==> src/rtl/debounce_pkg.sv <==
// Shared types and default constants for the debounce/synchronizer stage.
package debounce_pkg;

  // Debounce FSM states. IDLE_* hold a settled level; WAIT_* qualify a change.
  typedef enum logic [1:0] {
    IDLE_LO = 2'b00,
    WAIT_HI = 2'b01,
    IDLE_HI = 2'b10,
    WAIT_LO = 2'b11
  } db_state_t;

  localparam int DB_SYNC_STAGES   = 2;
  localparam int DB_STABLE_CYCLES = 4;

  // True for the two qualifying states.
  function automatic logic db_is_wait(input db_state_t st);
    return (st == WAIT_HI) || (st == WAIT_LO);
  endfunction

endpackage : debounce_pkg

==> src/rtl/sync_nff.sv <==
// Generic N-flop level synchronizer with asynchronous active-low reset to 0.
module sync_nff #(
  parameter int N = 2
) (
  input  logic clk,
  input  logic rst_n,
  input  logic d_i,
  output logic q_o
);

  logic [N-1:0] sync_q;

  // Shift the raw level through N flops; only the last one is safe to use.
  always_ff @(posedge clk or negedge rst_n) begin
    if (!rst_n) begin
      sync_q <= '0;
    end else begin
      sync_q <= {sync_q[N-2:0], d_i};
    end
  end

  assign q_o = sync_q[N-1];

endmodule : sync_nff

==> src/rtl/debounce_sync.sv <==
// Synchronizes a raw asynchronous level and debounces it: the output only
// follows a new level after it has persisted for STABLE_CYCLES sampling edges.
// Aborted qualifications are counted in a saturating glitch counter.
module debounce_sync
  import debounce_pkg::*;
#(
  parameter int SYNC_STAGES   = DB_SYNC_STAGES,
  parameter int STABLE_CYCLES = DB_STABLE_CYCLES,
  parameter int GLITCH_W      = 8
) (
  input  logic                clk,
  input  logic                reset,
  input  logic                in,
  output logic                out,
  output logic                busy,
  output logic [GLITCH_W-1:0] glitch_cnt
);

  localparam int CW = $clog2(STABLE_CYCLES + 1);
  localparam logic [CW-1:0]       CNT_LAST   = CW'(STABLE_CYCLES - 1);
  localparam logic [GLITCH_W-1:0] GLITCH_MAX = '1;

  logic                s;
  db_state_t           state_q, state_d;
  logic [CW-1:0]       cnt_q, cnt_d;
  logic                out_q, out_d;
  logic                busy_q, busy_d;
  logic [GLITCH_W-1:0] glitch_q, glitch_d;

  // The FSM only ever looks at the synchronized copy of the input.
  sync_nff #(.N(SYNC_STAGES)) u_sync (
    .clk   (clk),
    .rst_n (reset),
    .d_i   (in),
    .q_o   (s)
  );

  // Next-state logic: qualify level changes, reject short excursions.
  always_comb begin
    state_d  = state_q;
    cnt_d    = cnt_q;
    out_d    = out_q;
    glitch_d = glitch_q;
    unique case (state_q)
      IDLE_LO, IDLE_HI: begin
        if (s != out_q) begin
          if (STABLE_CYCLES == 1) begin
            // No qualification window: follow the synchronized level directly.
            out_d   = ~out_q;
            state_d = out_q ? IDLE_LO : IDLE_HI;
          end else begin
            state_d = out_q ? WAIT_LO : WAIT_HI;
            cnt_d   = CW'(1);
          end
        end
      end
      WAIT_HI, WAIT_LO: begin
        if (s != out_q) begin
          if (cnt_q == CNT_LAST) begin
            out_d   = ~out_q;
            state_d = out_q ? IDLE_LO : IDLE_HI;
            cnt_d   = '0;
          end else begin
            cnt_d = cnt_q + CW'(1);
          end
        end else begin
          // Level fell back before qualifying: one rejected excursion.
          state_d = out_q ? IDLE_HI : IDLE_LO;
          cnt_d   = '0;
          if (glitch_q != GLITCH_MAX) begin
            glitch_d = glitch_q + GLITCH_W'(1);
          end
        end
      end
      default: begin
        state_d = IDLE_LO;
        cnt_d   = '0;
        out_d   = 1'b0;
      end
    endcase
    busy_d = db_is_wait(state_d);
  end

  // State, counters and registered outputs.
  always_ff @(posedge clk or negedge reset) begin
    if (!reset) begin
      state_q  <= IDLE_LO;
      cnt_q    <= '0;
      out_q    <= 1'b0;
      busy_q   <= 1'b0;
      glitch_q <= '0;
    end else begin
      state_q  <= state_d;
      cnt_q    <= cnt_d;
      out_q    <= out_d;
      busy_q   <= busy_d;
      glitch_q <= glitch_d;
    end
  end

  assign out        = out_q;
  assign busy       = busy_q;
  assign glitch_cnt = glitch_q;

endmodule : debounce_sync

==> config.mk <==
export PLATFORM = sky130hd
export DESIGN_NAME = debounce_sync
export DESIGN_NICKNAME = d
export VERILOG_FILES = /design/src/rtl/debounce_pkg.sv /design/src/rtl/sync_nff.sv /design/src/rtl/debounce_sync.sv
export SDC_FILE = /design/constraint.sdc
export NUM_CORES = 1
export LEC_CHECK = 0
export BUFFER_PORTS_ARGS = -buffer_cell sky130_fd_sc_hd__buf_2
export CAP_MARGIN = 30
export CORE_ASPECT_RATIO = 1.1
export CORE_UTILIZATION = 40
export CTS_BUF_LIST = sky130_fd_sc_hd__clkbuf_8
export DETAILED_ROUTE_END_ITERATION = 6
export GPL_TIMING_DRIVEN = 0
export PLACE_DENSITY = 0.6
export RECOVER_POWER = 25
export SYNTH_ARGS = -nofsm -noshare
export SYNTH_HDL_FRONTEND = slang
export SYNTH_SLANG_ARGS = --single-unit
export TNS_END_PERCENT = 5
==> constraint.sdc <==
create_clock -name clk -period 2 [get_ports clk]
set_input_delay 0.3 -clock clk [delete_from_list [all_inputs] [get_ports clk]]
set_output_delay 0.3 -clock clk [all_outputs]
set_load 0.02 [all_outputs]
==> impl_metrics.py, run 1 <==
metrics = {
    "die": {
        "row_count": 15,
        "dieArea_um2": 2020,
        "io_pins": 13,
        "initial_core_util_pct": 44.8,
        "die_height_um": 47.1,
        "die_w_um": 43.0,
        "core_area_um2": 1650,
    },
    "sta": {
        "rsz0062_at_grt": "no",
        "fmax_ghz": 0.624,
        "slew_headroom_pct": 47.6,
        "final-setup-viol-count": 0,
        "post-route-min-period_ns": 1.60,
        "slew_violations": 0,
        "hold_viol": 0,
        "hold-worst-slack_ns": 0.161,
        "worstMarginPinSlew_ns": 0.786,
        "period_share_pct": 80.1,
        "setup-tns-final_ns": 0,
        "fin_skew_ns": 0.00118,
    },
    "synthesis": {
        "synth_top_area_share_pct": 50.8,
        "seq_area_frac_synth_pct": 50.8,
        "netlist_area_um2": 739,
        "synth_xor_area_share_pct": 6.94,
        "synth-compound-area-share_pct": 8.80,
        "synth_top_area_cell": "dfrtp_1",
        "postSynth.topFlopCell": "dfrtp_1",
        "synth_fa_ha_area_share_pct": 3.38,
        "synthMuxAreaShare_pct": 9.14,
        "yosys-top-cells-area": "dfrtp_1 (51%), mux2_4 (6.1%), xnor2_1 (3.6%)",
        "syn-num-nets": 66,
        "synthArstFlopShare_pct": 100,
        "syn_inst": 61,
        "synth_edf_count": 0,
        "yosys.cell_types.count": 27,
        "ys_warn_count": 0,
        "yosys_register_bits": 15,
        "avgSynthCellArea_um2": 12.1,
        "synth_top_family_by_area": "simple AND/OR/NAND/NOR gates",
        "synth-simple-area-share_pct": 20.0,
    },
    "layout": {
        "final_common_cell": "dfrtp_1",
        "fin_cells": 95,
        "regArea_um2": 375,
        "fill_cells": 152,
        "layout.nets": 84,
        "syn_to_final_growth_pct": 18.3,
        "fin_area_um2": 875,
        "diodes": 0,
        "multi_input_area_um2": 357,
        "drive_gt1_share_pct": 29.5,
        "final_cell_mix": "dfrtp_1 (15), buf_2 (11), nand2_1 (6), o21ai_0 (4)",
    },
    "power_and_ir_drop": {
        "p_clk_share_pct": 18.0,
        "p_int_w": 0.000772,
        "combPwrFrac_pct": 41.1,
        "pwr_density_cell_nw_per_um2": 1480,
        "p_sw_share_pct": 40.5,
        "p_sw_w": 0.000526,
        "finalPower_w": 0.00130,
        "peakVddDrop_mv": 0.875,
        "sequentialPowerShare_pct": 40.8,
        "p_leak_nw": 0.415,
    },
    "placed_design": {
        "port_buffers": 12,
        "dpl_cell_area_um2": 821,
        "dp.cells": 90,
        "place_hpwl_um": 900,
        "routabilityCongestion": 0.700,
    },
    "worst_hold_path": {
        "worstHoldPathCells": 1,
        "hp-class": "in2reg",
    },
    "clock_tree": {
        "clock_path_buffers": 2,
        "cts_tree": "built",
        "root_buffer": "clkbuf_8",
        "h-tree-depth": 1,
        "clkSlewWorstSetupHoldPaths_ns": 0.06,
        "clk_latency_ns": 0.24,
        "clock_sinks": 15,
        "cts_buffers": 3,
    },
    "global_routing": {
        "busiest_layer": "met2",
        "antenna_found_initial": 0,
        "use_met1_pct": 17.4,
        "grt_pass1_wl_um": 2010,
        "overflow": 0,
        "grt_max_degree": 16,
        "grt_pass1_vias": 452,
        "grtUsageMet2_pct": 23.0,
        "track_usage_pct": 14.2,
        "groute.layer.met3.usage_pct": 4.62,
    },
    "route": {
        "drtIter0Drc": 7,
        "final_antenna_net_count": 0,
        "wirelength_um": 1240,
        "vias": 505,
        "vias_per_cell": 5.32,
        "drc": 0,
        "drt_pass1_iterations": 4,
        "wl_per_cell_um": 13.1,
    },
    "worst_setup_path": {
        "crit_buf_inv": 0,
        "crit_slowest_cell": "dfrtp_1",
        "start_kind": "register",
        "cp.arrival_ns": 1.73,
        "crit_family": "flip-flops",
        "path_class": "reg2reg",
        "endpoint_kind": "register",
        "cp_max_fo": 5,
        "reg2reg_depth": 4,
        "required_ns": 2.13,
        "crit_path_max_incr_delay_ns": 0.41,
        "cp_num_cells": 4,
        "cp_cell_sequence": "ha_1 > nand2_1 > o311ai_2 > mux2_4",
    },
    "status": {
        "status": "completed",
    },
    "job": {
        "maxCapViolCount": 0,
    },
}
==> layout make-up <==
class	count	share of cell area, %
flip-flops and latches	15	42.9
multi-input cells	44	40.8
repair buffers	13	7.87
clock buffers	3	4.72
well taps	17	2.43
clock inverters	1	0.429
plain buffers	1	0.429
inverters	1	0.429
==> state kept, by name, summed over array words and instances (netlist names) <==
register / cells
u_sync.sync_q: 2
glitch_cnt: 8
cnt_q: 3
busy: 1
out: 1
==> power by group through the flow <==
stage                     clock, W  combinational (W)  sequential (W)
after floorplan                  0           0.000303        0.000611
after global placement           0           0.000530        0.000532
after detailed placement         0           0.000537        0.000536
after CTS                 0.000243           0.000540        0.000530
after global routing      0.000259           0.000591        0.000550
final                     0.000234           0.000533        0.000530
==> final timing paths <==
check	startpoint	endpoint	slack (ns)
min in group asynchronous	reset	cnt_q[1]	0.65
max in group asynchronous	reset	glitch_cnt[0]	0.86
min	in	u_sync.sync_q[0]	0.16
max reg2reg	glitch_cnt[0]	glitch_cnt[1]	0.40
max	glitch_cnt[0]	glitch_cnt[1]	0.40
min reg2reg	u_sync.sync_q[0]	u_sync.sync_q[1]	0.35
==> what timing repair did <==
action	CTS	global route
hold buffers	1	0
buffers inserted	0	0
setup endpoints to repair	0	0
endpoints found under the hold margin	15	0
resized for setup	0	0
==> stage by stage <==
step | utilization [%] | setup WS (ns)
after floorplan | - | 0.390
after global placement | 49.7 | 0.420
after detailed placement | 49.7 | 0.403
after CTS | 53.0 | 0.374
after global routing | 53.0 | 0.279
final | 53.0 | 0.398
==> routing by layer <==
layer  share of wire [%]  vias to the layer above
li1                    -                      259
met1                  51                      235
met2                  46                        9
met3                 2.8                        2
met4                0.97                        0
met5                   0                        -
==> cells by family (layout without fill, tap and decap cells) <==
group | Yosys count | count (layout)
AND/OR/NAND/NOR | 23 | 23
flip-flops | 15 | 15
AO/OA/AOI/OAI | 9 | 9
XOR/XNOR | 5 | 5
multiplexers | 5 | 5
adder cells (fa/ha/maj) | 2 | 2
buffers and inverters | 2 | 19
==> Yosys cell counts, types with 2 or more instances <==
| library cell | count |
|---|---|
| xnor2_1 | 3 |
| mux2_2 | 2 |
| ha_1 | 2 |
| dfrtp_1 | 15 |
| o21a_1 | 2 |
| mux2_4 | 3 |
| o21ai_0 | 4 |
| nand2_1 | 6 |
| nand4_1 | 3 |
| nand3_1 | 2 |
| and3_1 | 3 |
Power figures use the tool's default switching activity.
==> inputs of run 2 (changes only) <==
==> constraint.sdc (replaced) <==
create_clock -name clk -period 1.5 [get_ports clk]
set_input_delay 0.225 -clock clk [delete_from_list [all_inputs] [get_ports clk]]
set_output_delay 0.225 -clock clk [all_outputs]
set_load 0.02 [all_outputs]
==> impl_metrics.py, run 2 (synthesized netlist as in run 1, its figures left out) <==
metrics = {
    "power_and_ir_drop": {
        "combPwrFrac_pct": 44.0,
        "pwr_density_cell_nw_per_um2": 2010,
        "p_sw_w": 0.000772,
        "sequentialPowerShare_pct": 38.9,
        "finalPower_w": 0.00191,
        "peakVddDrop_mv": 1.03,
        "p_int_w": 0.00113,
        "p_leak_nw": 0.444,
        "p_clk_share_pct": 17.1,
        "p_sw_share_pct": 40.5,
    },
    "sta": {
        "fin_skew_ns": 0.00225,
        "post-route-min-period_ns": 1.46,
        "hold_viol": 0,
        "slew_headroom_pct": 49.1,
        "setup_ws_ns": 0.0432,
        "worstMarginPinSlew_ns": 0.764,
        "slew_violations": 0,
        "hold-worst-slack_ns": 0.0787,
        "final-setup-viol-count": 0,
        "period_share_pct": 97.1,
        "fmax_ghz": 0.686,
    },
    "status": {
        "status": "completed",
    },
    "die": {
        "die_w_um": 43.0,
        "row_count": 15,
        "die_height_um": 47.1,
        "core_area_um2": 1650,
        "initial_core_util_pct": 44.8,
        "io_pins": 13,
        "dieArea_um2": 2020,
    },
    "route": {
        "wl_met3_um": 43,
        "drc": 0,
        "drtIter0Drc": 6,
        "dr_wl_met2_um": 611,
        "final_antenna_net_count": 0,
        "vias_per_cell": 5.45,
        "wirelength_um": 1320,
        "drt_pass1_iterations": 3,
        "wl_per_cell_um": 13.3,
        "drt-met1-wl_um": 618,
        "top_layer_used": "met4",
        "vias": 540,
    },
    "layout": {
        "drive_gt1_share_pct": 40.2,
        "final_cell_mix": "dfrtp_1 (13), buf_2 (11), nand2_1 (5), o21ai_0 (4), buf_4 (4)",
        "diodes": 0,
        "final_common_cell": "dfrtp_1",
        "syn_to_final_growth_pct": 27.9,
        "largest_register_ffs": 8,
        "fin_area_um2": 946,
        "regArea_um2": 378,
        "fill_cells": 136,
        "layout.nets": 88,
        "multi_input_area_um2": 395,
        "final_util_pct": 57.3,
    },
    "worst_setup_path": {
        "r2r-start": "u_sync.sync_q[1]",
        "cp_max_fo": 8,
        "path_class": "reg2reg",
        "startpoint": "u_sync.sync_q[1]",
        "start_kind": "register",
        "required_ns": 1.63,
        "cp.arrival_ns": 1.59,
        "endpoint_kind": "register",
    },
    "global_routing": {
        "grt_pass1_vias": 487,
        "grt_pass1_wl_um": 2230,
        "track_usage_pct": 15.7,
        "grt_max_degree": 16,
        "overflow": 0,
        "antenna_found_initial": 0,
    },
    "clock_tree": {
        "h-tree-depth": 1,
        "clock_sinks": 15,
        "cts_tree": "built",
        "cts_buffers": 3,
        "clk_latency_ns": 0.25,
        "clkSlewWorstSetupHoldPaths_ns": 0.06,
        "clock_path_buffers": 2,
        "root_buffer": "clkbuf_8",
    },
    "worst_hold_path": {
        "worstHoldStart": "in",
        "hp-class": "in2reg",
    },
    "placed_design": {
        "routabilityCongestion": 0.700,
        "dpl_cell_area_um2": 845,
        "port_buffers": 12,
        "post-place-ws_ns": -0.0308,
    },
    "job": {
        "maxCapViolCount": 0,
    },
}
-- run 2: changes by cell type in the layout (fill, tap and decap cells not counted), sizes merged --
cell  previous run  this run
buf             11        15
-- run 2: area by class of cell --
class,count,area share (%)
repair buffers,17,10.4
clock buffers,3,4.37
well taps,17,2.25
plain buffers,1,0.397
clock inverters,1,0.397
flip-flops and latches,15,39.9
inverters,1,0.397
multi-input cells,44,41.8
-- run 2: stage by stage --
step	TNS [ns]	cells
final	0	99
after global routing	-0.0202	99
after CTS	0	96
after detailed placement	-0.0308	90
after global placement	-0.0396	90
after floorplan	-0.00971	61
-- run 2: critical path, cell delays in order, from the launching register on --
cell	delay (ns)
dfrtp_1	0.47
xnor2_4	0.32
and4_4	0.27
mux2_4	0.29
-- run 2: final timing paths --
| kind | depth (start not counted) | slack, ns | end |
|---|---|---|---|
| max in group asynchronous | 2 | 0.41 | glitch_cnt[1] |
| min in group asynchronous | 2 | 0.56 | cnt_q[2] |
| max | 3 | 0.04 | glitch_cnt[7] |
| min reg2reg | 0 | 0.35 | u_sync.sync_q[1] |
| max reg2reg | 3 | 0.04 | glitch_cnt[7] |
| min | 1 | 0.08 | u_sync.sync_q[0] |
-- run 2: layer usage --
layer  global-route usage [%]  vias to the layer above
met5                        0                        -
met4                     10.9                        0
met3                     4.62                        4
met2                     23.6                       12
met1                     19.9                      261
li1                         -                      263
-- run 2: what timing repair did --
| item | CTS | global route |
|---|---|---|
| hold endpoints to repair | 15 | 0 |
| gates cloned | 0 | 0 |
| gates resized for setup | 0 | 4 |
| hold buffers | 1 | 0 |
| setup endpoints to repair | 1 | 4 |
| pin swaps | 1 | 1 |
| buffers inserted | 1 | 3 |
-- run 2: power groups by stage --
stage | Sequential (W) | Combinational (W) | Clock, W
after floorplan | 0.000834 | 0.000440 | 0
after detailed placement | 0.000741 | 0.000753 | 0
after global placement | 0.000734 | 0.000745 | 0
final | 0.000741 | 0.000839 | 0.000325
after global routing | 0.000770 | 0.000932 | 0.000341
after CTS | 0.000733 | 0.000779 | 0.000336
==> inputs of run 3 (changes only) <==
--- a/config.mk
+++ b/config.mk
@@ -7,14 +7,15 @@
 export LEC_CHECK = 0
 export BUFFER_PORTS_ARGS = -buffer_cell sky130_fd_sc_hd__buf_2
 export CAP_MARGIN = 30
-export CORE_ASPECT_RATIO = 1.1
-export CORE_UTILIZATION = 40
+export CORE_AREA = 2 2 39 41
 export CTS_BUF_LIST = sky130_fd_sc_hd__clkbuf_8
 export DETAILED_ROUTE_END_ITERATION = 6
+export DIE_AREA = 0 0 41 43
 export GPL_TIMING_DRIVEN = 0
-export PLACE_DENSITY = 0.6
+export PLACE_DENSITY = 0.75
 export RECOVER_POWER = 25
 export SYNTH_ARGS = -nofsm -noshare
 export SYNTH_HDL_FRONTEND = slang
+export SYNTH_HIERARCHICAL = 1
 export SYNTH_SLANG_ARGS = --single-unit
 export TNS_END_PERCENT = 5
==> impl_metrics.py, run 3 <==
metrics = {
    "worst_setup_path": {
        "cp_cell_sequence": "ha_4 > nand3_4 > or4b_4 > nor2_2 > xor2_1",
        "start_kind": "register",
        "crit_path_max_incr_delay_ns": 0.56,
        "crit_family": "simple AND/OR/NAND/NOR gates",
        "cp_max_fo": 3,
        "crit_buf_inv": 0,
        "cp.arrival_ns": 1.68,
        "crit_slowest_cell": "or4b_4",
        "r2r-start": "glitch_cnt[1]",
        "path_class": "reg2reg",
        "startpoint": "glitch_cnt[1]",
        "endpoint_kind": "register",
        "required_ns": 1.68,
    },
    "die": {
        "die_w_um": 41,
        "dieArea_um2": 1760,
        "io_pins": 13,
        "row_count": 14,
        "die_height_um": 43,
        "initial_core_util_pct": 49.2,
        "core_area_um2": 1380,
    },
    "layout": {
        "diodes": 0,
        "fin_area_um2": 887,
        "largest_register_ffs": 8,
        "fill_cells": 107,
        "final_util_pct": 64.1,
        "layout.nets": 84,
        "final_common_cell": "buf_2",
        "syn_to_final_growth_pct": 30.3,
        "final_cell_mix": "buf_2 (11), dfrtp_1 (8), dfrtp_2 (7), nand2_1 (6), nand3_1 (5)",
        "drive_gt1_share_pct": 44.9,
        "multi_input_area_um2": 338,
        "regArea_um2": 384,
    },
    "placed_design": {
        "dpl_cell_area_um2": 793,
        "routabilityCongestion": 0.772,
        "place_hpwl_um": 813,
        "port_buffers": 12,
    },
    "synthesis": {
        "synthArstFlopShare_pct": 100,
        "postSynth.topFlopCell": "dfrtp_1",
        "synth_top_area_cell": "dfrtp_1",
        "synth_commonest_cells": "dfrtp_1 (15), nand2_1 (6), nand3_1 (6), xnor2_1 (4)",
        "synth_most_common_cell": "dfrtp_1",
        "yosys_register_bits": 15,
        "syn_inst": 58,
        "seq_area_frac_synth_pct": 55.1,
        "yosys-top-cells-area": "dfrtp_1 (55%), xnor2_1 (5.1%), mux2_2 (5.0%)",
        "synth_edf_count": 0,
        "ys_warn_count": 6,
        "netlist_area_um2": 681,
        "syn-num-nets": 63,
        "yosys.cell_types.count": 23,
        "avgSynthCellArea_um2": 11.7,
        "synth_top_area_share_pct": 55.1,
    },
    "route": {
        "drt_pass1_iterations": 3,
        "wirelength_um": 1160,
        "wl_per_cell_um": 12.3,
        "final_antenna_net_count": 0,
        "vias": 500,
        "drc": 0,
        "vias_per_cell": 5.32,
        "drtIter0Drc": 4,
    },
    "sta": {
        "hold-worst-slack_ns": 0.0723,
        "worstMarginPinSlew_ns": 0.785,
        "rsz0062_at_grt": "yes",
        "fmax_ghz": 0.666,
        "setup_ws_ns": -0.00184,
        "slew_headroom_pct": 47.6,
        "final-setup-viol-count": 1,
        "hold_viol": 0,
        "period_share_pct": 100,
        "post-route-min-period_ns": 1.50,
        "slew_violations": 0,
        "fin_skew_ns": 0.00465,
    },
    "clock_tree": {
        "h-tree-depth": 1,
        "clock_sinks": 15,
        "cts_tree": "built",
        "cts_buffers": 3,
        "clk_latency_ns": 0.25,
        "root_buffer": "clkbuf_8",
        "clkSlewWorstSetupHoldPaths_ns": 0.06,
        "clock_path_buffers": 2,
    },
    "global_routing": {
        "track_usage_pct": 16.9,
        "grt_max_degree": 16,
        "busiest_layer": "met2",
        "grtUsageMet2_pct": 22.8,
        "overflow": 0,
        "grt_pass1_wl_um": 1930,
        "grt_pass1_vias": 468,
        "antenna_found_initial": 0,
        "groute.layer.met3.usage_pct": 4.71,
        "use_met1_pct": 22.4,
    },
    "power_and_ir_drop": {
        "p_sw_w": 0.000710,
        "p_leak_nw": 0.399,
        "p_int_w": 0.00107,
        "combPwrFrac_pct": 41.0,
        "finalPower_w": 0.00178,
        "sequentialPowerShare_pct": 40.6,
        "pwr_density_cell_nw_per_um2": 2010,
        "peakVddDrop_mv": 1.08,
        "p_sw_share_pct": 39.8,
        "p_clk_share_pct": 18.4,
    },
    "job": {
        "maxCapViolCount": 0,
    },
    "worst_hold_path": {
        "worstHoldStart": "in",
        "hp-class": "in2reg",
    },
    "status": {
        "status": "complete, but fails checks",
        "violations": "negative setup slack",
    },
}
==> run 3: final timing paths <==
kind                       cells after the start          endpoint  slack, ns
setup / recovery                               5     glitch_cnt[6]     -0.002
hold / removal                                 1  u_sync/sync_q[0]       0.07
setup reg to reg                               5     glitch_cnt[6]     -0.002
hold reg to reg                                0  u_sync/sync_q[1]       0.36
max in group asynchronous                      2     glitch_cnt[1]       0.39
min in group asynchronous                      2          cnt_q[0]       0.57
==> run 3: final cells by class <==
cell class                 instances  share of cell area [%]
multi-input combinational         41                    38.1
clock buffer                       3                    4.65
clock inverter                     1                   0.564
buffer                             1                   0.423
tap                               16                    2.26
sequential                        15                    43.3
inverter                           1                   0.423
timing repair buffer              16                    10.3
==> run 3: metrics by stage <==
stage,std cells,setup slack (ns),TNS [ns]
final,94,-0.00184,-0.00184
after global routing,94,-0.0700,-0.160
after CTS,91,-0.0436,-0.116
after detailed placement,86,-0.0313,-0.0598
after global placement,86,-0.0186,-0.0285
after floorplan,58,-0.0275,-0.0275
==> run 3: kinds of logic after synthesis <==
| kind of cell | count (synthesis) | share of synthesized area [%] |
|---|---|---|
| simple gates | 22 | 17.8 |
| flops | 15 | 55.1 |
| xor+xnor | 7 | 9.01 |
| compound gates | 6 | 6.80 |
| mux | 4 | 6.43 |
| buf+inv | 2 | 1.10 |
| fa+ha+maj | 2 | 3.68 |
==> run 3: power by group through the flow <==
stage          clock [W]  sequential, W  combinational (W)
2_1_floorplan          0       0.000827           0.000363
3_3_place_gp           0       0.000717           0.000651
3_5_place_dp           0       0.000725           0.000658
4_1_cts         0.000335       0.000721           0.000667
5_1_grt         0.000350       0.000745           0.000815
6_report        0.000328       0.000724           0.000730
==> run 3: what timing repair did <==
| item | CTS | global route |
|---|---|---|
| hold endpoints to repair | 15 | 0 |
| resized for setup | 0 | 3 |
| setup endpoints to repair | 3 | 5 |
| pin swaps | 0 | 1 |
| hold buffers | 1 | 0 |
| buffers inserted | 0 | 3 |
==> run 3: layer usage <==
layer,vias up,routed length (µm)
met3,5,56
li1,242,-
met1,239,540
met5,-,0
met2,14,517
met4,0,40
